## src/rtl/glink_frame_tx_if.sv

```systemverilog
// glink_frame_tx_if: controller write side, link enable and TLK transmit side of the G-Link framer
interface glink_frame_tx_if;
   logic [15:0] din;
   logic        din_valid;
   logic        din_last;
   logic        link_en;
   logic        full;
   logic        overflow;
   logic [15:0] gout;
   logic        tx_enable;
   logic        tx_error;
   logic [15:0] frame_cnt;
   modport master (output din, din_valid, din_last, link_en,
                   input  full, overflow, gout, tx_enable, tx_error, frame_cnt);
   modport slave  (input  din, din_valid, din_last, link_en,
                   output full, overflow, gout, tx_enable, tx_error, frame_cnt);
endinterface

```

## src/rtl/glink_frame_tx.sv

```systemverilog
// glink_frame_tx: buffers event words and sends each event as a TLK burst with a CRC-16 trailer and an inter-frame gap
module glink_frame_tx #(
   parameter int          ADDR_W    = 4,
   parameter int          GAP_MIN   = 2,
   parameter logic [15:0] IDLE_WORD = 16'h0000
) (
   input logic clk,
   input logic rst,
   glink_frame_tx_if.slave bus
);
   localparam logic [ADDR_W:0] DEPTH    = {1'b1, {ADDR_W{1'b0}}};
   localparam logic [ADDR_W:0] DEPTH_M1 = {1'b0, {ADDR_W{1'b1}}};
   typedef enum logic [1:0] {IDLE, SEND, CRC, GAP} state_t;
   state_t state, state_n;
   // entry = {write-side frame_bad (meaningful on LAST only), last, data}
   logic [17:0]       mem [2**ADDR_W];
   logic [17:0]       head;
   logic [ADDR_W-1:0] wr_ptr, rd_ptr;
   logic [ADDR_W:0]   cnt, cplt;
   logic [15:0]       crc, crc_n, gout_n, frame_cnt;
   logic [7:0]        gap_cnt, gap_n;
   logic              wr, drop, pop, wr_bad, rd_bad, rd_bad_n, tx_en_n, tx_er_n;
   function automatic logic [15:0] crc_step(input logic [15:0] c, input logic [15:0] d);
      logic [15:0] r;
      r = c;
      for (int i = 15; i >= 0; i--) r = {r[14:0], 1'b0} ^ ((r[15] ^ d[i]) ? 16'h1021 : 16'h0000);
      return r;
   endfunction
   assign head          = mem[rd_ptr];
   assign bus.full      = cnt >= DEPTH_M1;
   // the final slot is reserved for an end-of-event word
   assign wr            = bus.din_valid & (bus.din_last ? cnt != DEPTH : cnt < DEPTH_M1);
   assign drop          = bus.din_valid & ~wr;
   assign bus.frame_cnt = frame_cnt;
   always_comb begin
      state_n  = state;
      gout_n   = IDLE_WORD;
      tx_en_n  = 1'b0;
      tx_er_n  = 1'b0;
      crc_n    = crc;
      rd_bad_n = rd_bad;
      gap_n    = gap_cnt;
      pop      = 1'b0;
      case (state)
         IDLE, SEND: begin
            pop = (state == IDLE) ? bus.link_en & (|cplt | bus.full) : |cnt;
            if (pop) begin
               gout_n   = head[15:0];
               tx_en_n  = 1'b1;
               crc_n    = crc_step((state == IDLE) ? 16'h0000 : crc, head[15:0]);
               state_n  = head[16] ? CRC : SEND;
               rd_bad_n = rd_bad | (head[16] & head[17]);
            end
         end
         CRC: begin
            gout_n   = crc;
            tx_en_n  = 1'b1;
            tx_er_n  = rd_bad;
            crc_n    = 16'h0000;
            rd_bad_n = 1'b0;
            gap_n    = 8'd0;
            state_n  = GAP;
         end
         default: begin
            gap_n   = gap_cnt + 8'd1;
            state_n = (gap_cnt == 8'(GAP_MIN - 1)) ? IDLE : GAP;
         end
      endcase
   end
   always_ff @(posedge clk) begin
      if (rst) begin
         state         <= IDLE;
         wr_ptr        <= '0;
         rd_ptr        <= '0;
         cnt           <= '0;
         cplt          <= '0;
         crc           <= 16'h0000;
         rd_bad        <= 1'b0;
         wr_bad        <= 1'b0;
         gap_cnt       <= 8'd0;
         frame_cnt     <= 16'h0000;
         bus.gout      <= IDLE_WORD;
         bus.tx_enable <= 1'b0;
         bus.tx_error  <= 1'b0;
         bus.overflow  <= 1'b0;
      end else begin
         state         <= state_n;
         wr_ptr        <= wr_ptr + {{(ADDR_W-1){1'b0}}, wr};
         rd_ptr        <= rd_ptr + {{(ADDR_W-1){1'b0}}, pop};
         cnt           <= cnt + {{ADDR_W{1'b0}}, wr} - {{ADDR_W{1'b0}}, pop};
         cplt          <= cplt + {{ADDR_W{1'b0}}, wr & bus.din_last} - {{ADDR_W{1'b0}}, pop & head[16]};
         crc           <= crc_n;
         rd_bad        <= rd_bad_n;
         wr_bad        <= drop | (wr_bad & ~(wr & bus.din_last));
         gap_cnt       <= gap_n;
         frame_cnt     <= frame_cnt + 16'(state == CRC);
         bus.gout      <= gout_n;
         bus.tx_enable <= tx_en_n;
         bus.tx_error  <= tx_er_n;
         bus.overflow  <= bus.overflow | drop;
      end
   end
   always_ff @(posedge clk) begin
      if (wr) mem[wr_ptr] <= {wr_bad, bus.din_last, bus.din};
   end
endmodule

```

## src/flat_wrapper.sv

```systemverilog
// flat-port wrapper written by rule: the top's interface ports become plain ports
module glink_frame_tx_flat 
#(
   parameter int          ADDR_W    = 4,
   parameter int          GAP_MIN   = 2,
   parameter logic [15:0] IDLE_WORD = 16'h0000
)
  (clk, rst, bus_din, bus_din_valid, bus_din_last, bus_link_en, bus_full, bus_overflow, bus_gout, bus_tx_enable, bus_tx_error, bus_frame_cnt);
  glink_frame_tx_if bus_i ();
  input logic clk;
  input logic rst;
  input wire logic [$bits(bus_i.din)-1:0] bus_din;
  input wire logic [$bits(bus_i.din_valid)-1:0] bus_din_valid;
  input wire logic [$bits(bus_i.din_last)-1:0] bus_din_last;
  input wire logic [$bits(bus_i.link_en)-1:0] bus_link_en;
  output wire logic [$bits(bus_i.full)-1:0] bus_full;
  output wire logic [$bits(bus_i.overflow)-1:0] bus_overflow;
  output wire logic [$bits(bus_i.gout)-1:0] bus_gout;
  output wire logic [$bits(bus_i.tx_enable)-1:0] bus_tx_enable;
  output wire logic [$bits(bus_i.tx_error)-1:0] bus_tx_error;
  output wire logic [$bits(bus_i.frame_cnt)-1:0] bus_frame_cnt;
  assign bus_i.din = bus_din;
  assign bus_i.din_valid = bus_din_valid;
  assign bus_i.din_last = bus_din_last;
  assign bus_i.link_en = bus_link_en;
  assign bus_full = bus_i.full;
  assign bus_overflow = bus_i.overflow;
  assign bus_gout = bus_i.gout;
  assign bus_tx_enable = bus_i.tx_enable;
  assign bus_tx_error = bus_i.tx_error;
  assign bus_frame_cnt = bus_i.frame_cnt;
  glink_frame_tx #(.ADDR_W(ADDR_W), .GAP_MIN(GAP_MIN), .IDLE_WORD(IDLE_WORD)) u_core (.clk(clk), .rst(rst), .bus(bus_i));
endmodule
```

## config.mk

```make
export PLATFORM = sky130hd
export DESIGN_NAME = glink_frame_tx_flat
export DESIGN_NICKNAME = d
export VERILOG_FILES = /design/src/rtl/glink_frame_tx_if.sv /design/src/rtl/glink_frame_tx.sv /design/src/flat_wrapper.sv
export SDC_FILE = /design/constraint.sdc
export NUM_CORES = 1
export LEC_CHECK = 0
export CELL_PAD_IN_SITES_DETAIL_PLACEMENT = 0
export CELL_PAD_IN_SITES_GLOBAL_PLACEMENT = 1
export CORE_MARGIN = 2
export CORE_UTILIZATION = 23
export DETAILED_ROUTE_END_ITERATION = 10
export PLACE_DENSITY = 0.52
export RECOVER_POWER = 25
export SLEW_MARGIN = 20
export SYNTH_ARGS = -nofsm -noshare
export SYNTH_HDL_FRONTEND = slang
export SYNTH_SLANG_ARGS = --single-unit
```

## constraint.sdc

```tcl
create_clock -name clk -period 4 [get_ports clk]
set_input_delay 1.2 -clock clk [delete_from_list [all_inputs] [get_ports clk]]
set_output_delay 1.2 -clock clk [all_outputs]
set_load 0.1 [all_outputs]
```

---- Word-level counts from Yosys, hierarchy flattened ----
Memories as Yosys holds them, arrays and structs flattened. A register that Yosys moved wholly into a read port is not among the register bits.
Cells that the tools add are included.
W data, S select, Z words.
cells by class
  muxes and demuxes ....................... 36
  equality and inequality tests ........... 5
  reduce and logical (&&, ||, !) cells .... 7
  bitwise logic cells ..................... 46
  order comparisons ....................... 2
  $add $sub $neg .......................... 8
operators with widths
  kind                   number
  $xor A16 B16 Y16       16
  $mux W13               16
  $pmux W16 S2           2
  $mux W16               3
  $add A16 B1 Y16        1
  $pmux W8 S2            1
  $xor A1 B1 Y1          16
  $add A5 B1 Y5          2
  $reduce_or A5 Y1       2
  $sub A5 B1 Y5          2
  $add A4 B1 Y4          2
  $add A8 B1 Y8 const B  1
  $eq A8 B1 Y1 const B   1
  $and A1 B1 Y1          7
  $mux W1                7
  $mux W2                3
  $ge A5 B4 Y1 const B   1
  $lt A5 B4 Y1 const B   1
  $ne A5 B5 Y1 const B   1
  $mux W4                1
  $or A1 B1 Y1           4
  $pmux W1 S2            2
  $pmux W2 S2            1
  $reduce_or A2 Y1       2
  other kinds (7)        9
word-level totals
  output and inout port bits .............. 36
  word-level logic and storage cells ...... 119
  register bits ........................... 81
  RAM bits ................................ 288
  input bits .............................. 21
  memories kept ........................... 1
memory list
  memory      words  bits a word  rd ports  clocked after memory_dff  wr ports  line                  source
  u_core.mem  16     18           1         1                         1         glink_frame_tx.sv:16  logic [17:0] mem [2**ADDR_W];

---- Logic depth before layout (Yosys ltp) ----
Gate-level depths: netlist of the first run.
  depth after elaboration ................. 52
  mapped depth ............................ 20
  mapped depth without buffers ............ 20

---- Worst setup path after synthesis of the first run ----
Ideal clock, no wire load.
  path type ............................... register to register
  start ................................... register, netlist name u_core.rd_ptr[0]
  end ..................................... register u_core.cplt[4]
  library setup time ...................... 0.070 ns
  clock period less this slack ............ 4.344 ns
  arrival time ............................ 4.274 ns
  path slack .............................. -0.344 ns
  buffers on the path ..................... 6
  required time ........................... 3.930 ns
  cell stages (with the launch flop) ...... 21
  cells stage by stage .................... dfxtp_1 > buf_6 > buf_6 > buf_6 > buf_4 > buf_4 > buf_1 > mux4_2 > mux4_2 > nand2_1 > inv_1 > ha_1 > inv_1 > ha_1 > inv_1 > fa_1 > inv_1 > a21oi_1 > nor2_1 > or3_1 > a21oi_1
RTL lines
  element                 line                  source
  end signal: assignment  glink_frame_tx.sv:91  cplt <= cplt + {{ADDR_W{1'b0}}, wr & bus.din_last} - {{ADDR_W{1'b0}}, pop & head[16]};
  end: declaration        glink_frame_tx.sv:19  logic [ADDR_W:0] cnt, cplt;

==> results list, run 1 <==
* Nature of the critical path endpoint: flop
- Once detailed placement completed, the half-perimeter wirelength came to 24030 um.
- Simple logic cell fraction of the synthesized area: 5.817%
* Leakage power: 6.193 nW
- TritonCTS clock tree: done
* Clock network fraction of design power: 27.5%
- Leftover overflow at the end of global routing: 0
- After floorplanning, the core was sized to cover 64580 um2.
- After clock tree synthesis, the setup repair step added 0 buffers.
- The number of max-slew violations in the final report was 0.
- Each instance of the synthesized netlist takes up on average 16.55 um2.
* Flip-flop and latch count after synthesis: 369
- The synthesized netlist devotes 3.906% of its cell area to compound gates.
- The number of antenna diodes in the final layout is 0.
* Syn Nets: 956
* Sinks on the clock net: 369
* H-tree lvl count: 2
- In this run the clock root is driven by a sky130_fd_sc_hd__clkbuf_16.
- Final worst path period share: 90.80%
* Number of synthesized flops with an enable pin: 288
- Hold is met by 468.9 ps.
- After detailed routing, the number of remaining DRC violations is 0.
* Average vias per placed instance: 4.248
- Routed WL per cell: 19.47 um
* Resized cells post-CTS: 0
- For this design, the CTS-stage hold fixing added 0 buffers.
- Clock-pin transition on the worst setup and hold timing paths: 60 ps
- Kind of start point of the critical path: flop
- Vias in the first global route: 8496
- Worst-Skew Late Latency: 580 ps
- After technology mapping, the gate count stands at 910.
* Die Wd: 259.9 um
* Critical hold path startpoint: u_core.rd_bad
- Setup repair after global routing left no endpoint under its margin.
- First-pass detailed-route iteration total: 5
- Post-synthesis sequential area ratio: 68.21%
- Entering global routing, the biggest net connects 36 pins.
- Internal power comes to 9.562 mW.
- Ratio of cells with drive above 1 in the final layout: 20.98%
- Setup TNS: 0 ps
- Highest clock rate: 0.2753 GHz
- The worst setup path is of the reg -> reg kind.
- Routed vias: 8148
- Full die area: 67530 um2
- Switching share of total power: 33.88%
- In the synthesized netlist the dominant register cell turns out to be sky130_fd_sc_hd__edfxtp_1.
- The floorplan has 93 rows.
- The first global-routing pass estimated 56260 um of wire.
* Number of maximum-capacitance violations: 0
- Die height: 259.9 um
- In this run, the number of DRC markers left after iteration 0 of detailed routing was 545.
* Run status: finished, final reports clean
- Ys async rst share: 0%
- Worst R2R Start: u_core.rd_ptr[2]
- Overall power consumption after layout is estimated at 14.46 mW.
* Drt total wl: 37350 um
- The clock passes through at most 3 buffers.
- The filler cells instantiated in the layout total 6417.
- Layout overhead on the synthesized area: 23.56%
- Weighted congestion reported at the end of routability-driven placement: 0.7302
- Per report_power, the sequential group accounts for 32.2% of the total.
- Of the total synthesized cell area, the portion taken by full adders, half adders and majority gates is 2.177%.
- After synthesis, the largest family of logic cells by area is multiplexers.
- Cell area after technology mapping: 15060 um2
- The clock arrives with 19.66 ps of skew.
- Number of nets with antenna violations after routing: 0
* Switching power: 4.898 mW
- Tightest Hold Check Type: reg -> reg
* Relative slew slack: 27.92%
- CTS buffer count: 43
* Yosys synthesis warning count: 0
- The count of final hold-check violations is 0.
- During I/O placement, the number of pins put on the boundary was 57.
* Logic pwr share: 40.3%
- First element of the critical path: u_core.rd_ptr[2]
- Final Instance Count excl. Fillers: 1918
- IR analysis of the VDD net gives a maximum drop of 0.4352 mV.
- Counting I/O delays and the setup requirement, the final critical path takes 3632 ps.
* Maximum net fanout on the critical path: 15
- At the worst endpoint, the required time is 4460 ps.
- After synthesis, the share of cell area in mux cells is 12.61%.
- Post-Place Cells: 1840
- After Yosys synthesis, XOR and XNOR cells account for 5.268% of the synthesized area.
- Total power divided by cell area: 777.2 nW/um2
- Post-synth cell types: 51
- For this run, the post-layout net count is 1076.
- Buffers on Ports: 56
* GR Util All Layers: 11.23%
- STA puts the critical path data arrival time at 4090 ps.
- Final setup violating endpoints: 0
- Final core utilization: 28.81%
- Effective utilization at floorplan: 23.31%
- For the pin with the worst max-slew slack, the measured transition is 1070 ps.
- The number of antenna violations at the first check in global routing came to 1.
## synthesized netlist by cell type, types with 10 or more instances
cell type,number,area [um2]
sky130_fd_sc_hd__o21ai_0,10,50.05
sky130_fd_sc_hd__nor2b_1,12,75.07
sky130_fd_sc_hd__nand2_1,39,146.4
sky130_fd_sc_hd__inv_1,25,93.84
sky130_fd_sc_hd__a221oi_1,12,105.1
sky130_fd_sc_hd__mux2i_1,27,270.3
sky130_fd_sc_hd__ha_1,23,287.8
sky130_fd_sc_hd__nor2_1,81,304.0
sky130_fd_sc_hd__nand3_1,16,80.08
sky130_fd_sc_hd__dfxtp_1,81,1622
sky130_fd_sc_hd__clkbuf_1,20,75.07
sky130_fd_sc_hd__mux4_2,69,1554
sky130_fd_sc_hd__edfxtp_1,288,8648
sky130_fd_sc_hd__a22o_1,10,87.58
sky130_fd_sc_hd__buf_1,10,37.54
sky130_fd_sc_hd__a21oi_1,24,120.1
sky130_fd_sc_hd__a22oi_1,16,120.1
sky130_fd_sc_hd__xor2_1,30,262.8
sky130_fd_sc_hd__xnor2_1,28,245.2
## path summary, 6_finish.rpt
check	slack, ps	end	depth (start not counted)
worst max-delay path	370	u_core.crc[8]	8
worst min-delay path	470	u_core.bus.tx_error	2
worst max register to register	370	u_core.crc[8]	8
worst min register to register	470	u_core.bus.tx_error	2
## placed cells by master, fill, tap and decap left out, types with 3 or more instances in the layout
cell type / instances
sky130_fd_sc_hd__a21oi_1: 24
sky130_fd_sc_hd__a221oi_1: 12
sky130_fd_sc_hd__a22o_1: 10
sky130_fd_sc_hd__a22oi_1: 16
sky130_fd_sc_hd__and3_1: 4
sky130_fd_sc_hd__buf_12: 14
sky130_fd_sc_hd__buf_4: 48
sky130_fd_sc_hd__bufinv_16: 5
sky130_fd_sc_hd__clkbuf_1: 12
sky130_fd_sc_hd__clkbuf_16: 44
sky130_fd_sc_hd__clkdlybuf4s50_1: 42
sky130_fd_sc_hd__clkinv_1: 7
sky130_fd_sc_hd__clkinv_2: 4
sky130_fd_sc_hd__dfxtp_1: 78
sky130_fd_sc_hd__dlygate4sd3_1: 11
sky130_fd_sc_hd__edfxtp_1: 288
sky130_fd_sc_hd__ha_1: 23
sky130_fd_sc_hd__inv_1: 25
sky130_fd_sc_hd__mux2i_1: 27
sky130_fd_sc_hd__mux4_2: 69
sky130_fd_sc_hd__nand2_1: 39
sky130_fd_sc_hd__nand2b_1: 7
sky130_fd_sc_hd__nand3_1: 16
sky130_fd_sc_hd__nand4_1: 6
sky130_fd_sc_hd__nor2_1: 69
sky130_fd_sc_hd__nor2_2: 12
sky130_fd_sc_hd__nor2b_1: 12
sky130_fd_sc_hd__nor3_1: 5
sky130_fd_sc_hd__nor3_2: 4
sky130_fd_sc_hd__o21ai_0: 10
sky130_fd_sc_hd__or2_2: 3
sky130_fd_sc_hd__or3_1: 5
sky130_fd_sc_hd__xnor2_1: 28
sky130_fd_sc_hd__xnor3_1: 7
sky130_fd_sc_hd__xor2_1: 30
## cell type report
type / instances / area [um2] / share of cell area [%]
clock inverters: 20 / 262.8 / 1.412
flip-flops and latches: 369 / 10280 / 55.24
multi-input cells: 472 / 4534 / 24.37
repair buffers: 117 / 1179 / 6.335
inverters: 27 / 101.3 / 0.5448
clock buffers: 58 / 1181 / 6.349
well taps: 855 / 1070 / 5.750
## registers in the layout, summed over array words and instances (netlist names)
register	cells
u_core.rd_ptr	4
u_core.bus.tx_enable	1
u_core.bus.overflow	1
u_core.wr_bad	1
u_core.wr_ptr	4
u_core.mem	288
u_core.bus.frame_cnt	16
u_core.cplt	5
u_core.bus.gout	16
u_core.bus.tx_error	1
u_core.state	2
u_core.gap_cnt	8
u_core.rd_bad	1
u_core.cnt	5
u_core.crc	16
## through the flow
stage / cell area [um2] / setup slack [ps]
final: 18600 / 368.1
after global routing: 18600 / 112.3
after CTS: 18610 / 350.6
after detailed placement: 17170 / 88.14
after global placement: 17170 / 156.3
after floorplan: 15060 / 28.83
## power by group through the flow
stage / combinational [mW] / sequential (mW) / clock (mW)
after detailed placement: 5.90 / 4.74 / 0
final: 5.82 / 4.66 / 3.98
after floorplan: 3.73 / 5.22 / 0
after global routing: 6.30 / 4.69 / 4.26
after global placement: 5.91 / 4.73 / 0
after CTS: 5.92 / 4.66 / 4.12
## layer usage
metal / vias to the layer above / track usage [%] / routed length (um)
li1: 3729 / - / -
met1: 4201 / 15.52 / 17640
met2: 160 / 17.96 / 17530
met3: 58 / 1.988 / 1425
met4: 0 / 3.352 / 747
met5: - / 0 / 0
## logic make-up after synthesis
group           Yosys count
buf+inv                  69
mux                     100
simple gates            191
compound gates           85
xor+xnor                 71
fa+ha+maj                25
flops                   369
## worst max-delay path, stage by stage, from the launching register on
cell and delay [ps]:
sky130_fd_sc_hd__dfxtp_2 620, sky130_fd_sc_hd__nor2_1 340, sky130_fd_sc_hd__a221oi_1 420, sky130_fd_sc_hd__nor2_1 80, sky130_fd_sc_hd__o21ai_0 830, sky130_fd_sc_hd__xor3_1 590
sky130_fd_sc_hd__xnor3_1 270, sky130_fd_sc_hd__xnor2_1 160, sky130_fd_sc_hd__a22o_1 190
(Power assumes the default switching activity.)
==> run 2, diff against run 1 <==
--- a/config.mk
+++ b/config.mk
@@ -7,6 +7,7 @@
 export LEC_CHECK = 0
 export CELL_PAD_IN_SITES_DETAIL_PLACEMENT = 0
 export CELL_PAD_IN_SITES_GLOBAL_PLACEMENT = 1
+export CORE_ASPECT_RATIO = 0.8
 export CORE_MARGIN = 2
 export CORE_UTILIZATION = 23
 export DETAILED_ROUTE_END_ITERATION = 10
==> results list, run 2 (same netlist as run 1, synthesis figures left out) <==
- The maximum number of pins on one net before global-route repair is 44 (+22%).
- GR Util All Layers: 11.39% (+0.15 points)
- Routed WL per cell: 20.17 um (+3.6%)
- CTS buffer count: 39 (-9.3%)
* Layout overhead on the synthesized area: 21.06%
- Number of nets with antenna violations after routing: 0 (unchanged)
* Resized cells post-CTS: 0 (unchanged)
- The worst slew margin relative to its limit came to 31.99% (+4.1 points).
* Fin Clk Skew: 30.56 ps (+10.90 ps)
- Weighted congestion reported at the end of routability-driven placement: 0.7403 (+1.4%)
- Hold violation total from the final report: 0 (unchanged)
- Worst-path cell chain: buf_12 -> mux4_2 -> mux4_2 -> nand2_1 -> inv_1 -> ha_1 -> inv_1 -> ha_1 -> inv_1 -> fa_1 -> inv_1 -> a21oi_1 -> nor2_1 -> or3_1 -> a21oi_1
- Row cnt: 83 (-11%)
- Max FFs per register: 288 (unchanged)
- The area of the core is 64490 um2 (-0.14%).
* Number of hold buffers added after cts: 0 (unchanged)
- CP Class: reg -> reg
- Number of cells traversed by the worst hold path: 2 (unchanged)
* Clock network fraction of design power: 24.6% (-2.9 points)
- The smallest setup slack after layout came to 265.0 ps (-103.1 ps).
- The detail-routed via count per cell came to 4.317 (+1.6%).
* Setup TNS: 0 ps (unchanged)
- The total routed wirelength is 38500 um (+3.1%).
- Switching share of total power: 34.79% (+0.91 points)
* First-pass detailed-route iteration total: 5 (unchanged)
* TritonCTS clock tree: done
* Switching power: 4.765 mW (-2.7%)
- The overall die width came to 290.1 um (+12%).
- Clock root buffer master: sky130_fd_sc_hd__clkbuf_16
- HPWL reported at the end of detailed placement: 24820 um (+3.3%)
- The internal power summed over all cells was 8.932 mW (-6.6%).
- Effective utilization at floorplan: 23.35% (+0.033 points)
* Worst-Skew Late Latency: 550 ps (-30 ps)
* Die height: 232.9 um (-10%)
- Full die area: 67540 um2 (about the same)
* Number of remaining DRC errors: 0 (unchanged)
- Sinks on the clock net: 369 (unchanged)
* Maximum net fanout on the critical path: 43 (+28)
- The number of max-slew violations in the final report was 0 (unchanged).
- Buffers inserted during post-CTS setup optimization: 0 (unchanged)
- Filler cell count: 6431 (+0.22%)
* Initial antenna violation count: 3 (+2)
- Tightest Hold Check Type: reg -> reg
- The combinational share of power came to 41.5% (+1.2 points).
* Number of maximum-capacitance violations: 0 (unchanged)
* Final setup violating endpoints: 0 (unchanged)
- The most numerous cell type found on the critical path is sky130_fd_sc_hd__inv_1.
- The data arrival time of the critical path is 4190 ps (+100 ps).
- The post-layout net count was 1073 (-0.28%).
- Setup repair after global routing left no endpoint under its margin.
- Slowest library cell on the worst path: sky130_fd_sc_hd__mux4_2
- The sequential power share was 33.9% (+1.7 points).
- Total power divided by cell area: 751.4 nW/um2 (-3.3%)
- Worst-Margin Slew: 1017 ps (-52.98 ps)
* Combined area of the multi-input logic cells: 4534 um2 (unchanged)
* Max incr delay on CP: 550 ps (-280 ps)
- Vias in the first global route: 8392 (-1.2%)
- Final worst path period share: 93.38% (+2.6 points)
- Run status: finished, final reports clean
- The highest attainable clock frequency was 0.2677 GHz (-2.8%).
- Counting flops per register, the top entry is u_core.mem.
* I/O pin count: 57 (unchanged)
- On the critical path the largest part of the delay comes from multiplexers.
- Routed vias: 8241 (+1.1%)
* Deepest clock path buffer count: 3 (unchanged)
- H-tree lvl count: 2 (unchanged)
- Minimum period implied by the final worst setup slack: 3735 ps (+103.1 ps)
- Drt first-iter violations: 702 (+29%)
* Worst-case reg-to-reg path depth: 15 (+7)
- Leakage power: 6.053 nW (-2.3%)
- The ratio of cells with drive above 1 in the final layout is 20.23% (-0.75 points).
- Buffers on Ports: 56 (unchanged)
- The number of logic stages on the critical path including buffering is 15 (+7).
- The worst setup slack after placement is 139.7 ps (+51.60 ps).
- The first-pass GRT wire length was 56880 um (+1.1%).
- Clock-pin transition on the worst setup and hold timing paths: 60 ps (about the same)
* Required time of the worst setup path: 4460 ps (about the same)
- The critical path buffer and inverter count came to 5 (+5).
- The total congestion overflow after global routing is 0 (unchanged).
* Kind of start point of the critical path: flop
- Leaving out fill and tap cells, the most frequent cell in the layout is sky130_fd_sc_hd__edfxtp_1.
- In the layout the commonest cells are sky130_fd_sc_hd__edfxtp_1, sky130_fd_sc_hd__dfxtp_1, sky130_fd_sc_hd__nor2_1, sky130_fd_sc_hd__mux4_2, sky130_fd_sc_hd__buf_4.
- The area used by sequential logic in the layout is 10270 um2 (about the same).
* Nature of the critical path endpoint: flop
* Maximum ir drop on the vdd rail: 0.4477 mV (+2.9%)
[run 2: cell types whose count changed in the layout (fill, tap and decap cells not counted), sizes merged, moves of 2 or more]
cell | before | now
clkbuf | 60 | 66
clkinvlp | 2 | 0
bufinv | 5 | 0
clkdlybuf4s50 | 42 | 34
clkinv | 13 | 8
buf | 62 | 68
dlygate4sd3 | 11 | 13
[run 2: path summary, 6_finish.rpt]
path	from	endpoint	slack, ps
max reg2reg	u_core.rd_ptr[0]	u_core.cplt[4]	260
min	u_core.rd_bad	u_core.bus.tx_error	460
min reg2reg	u_core.rd_bad	u_core.bus.tx_error	460
max	u_core.rd_ptr[0]	u_core.cplt[4]	260
[run 2: power groups by stage]
stage                     clock network, mW  registers, mW  logic, mW
after floorplan                           0           5.22       3.73
after global placement                    0           4.73       5.78
after detailed placement                  0           4.73       5.74
after CTS                              3.47           4.65       5.77
after global routing                   3.61           4.68       6.21
final                                  3.36           4.65       5.69
[run 2: layout make-up]
type	count	area share (%)
well taps	850	5.835
inverters	27	0.5560
clock buffers	63	6.020
clock inverters	9	0.3364
diodes	1	0.01373
multi-input cells	472	24.88
repair buffers	118	5.993
flip-flops and latches	369	56.37
[run 2: routing by layer]
| layer | vias up | part of all wire (%) | GRT usage, % | wire length, um |
|---|---|---|---|---|
| li1 | 3731 | - | - | - |
| met1 | 4307 | 50 | 16.63 | 19230 |
| met2 | 151 | 44 | 17.32 | 16930 |
| met3 | 52 | 4.1 | 2.197 | 1568 |
| met4 | 0 | 2.0 | 2.734 | 760 |
| met5 | - | 0 | 0 | 0 |
[run 2: worst min-delay path: stages (launching register included)]
cell,delay (ps)
sky130_fd_sc_hd__dfxtp_1,290
sky130_fd_sc_hd__inv_1,70
sky130_fd_sc_hd__nor3_1,50
[run 2: stage by stage]
stage                     area (um2)  hold WS, ps  util [%]  power (mW)  cells
after floorplan                15060        424.2         -       8.941    910
after detailed placement       17080        447.6     26.48       10.47   1836
after global placement         17080        446.2     26.48       10.51   1836
final                          18230        459.6     28.26       13.70   1909
after CTS                      18230        457.9     28.27       13.89   1908
after global routing           18230        505.2     28.26       14.51   1908
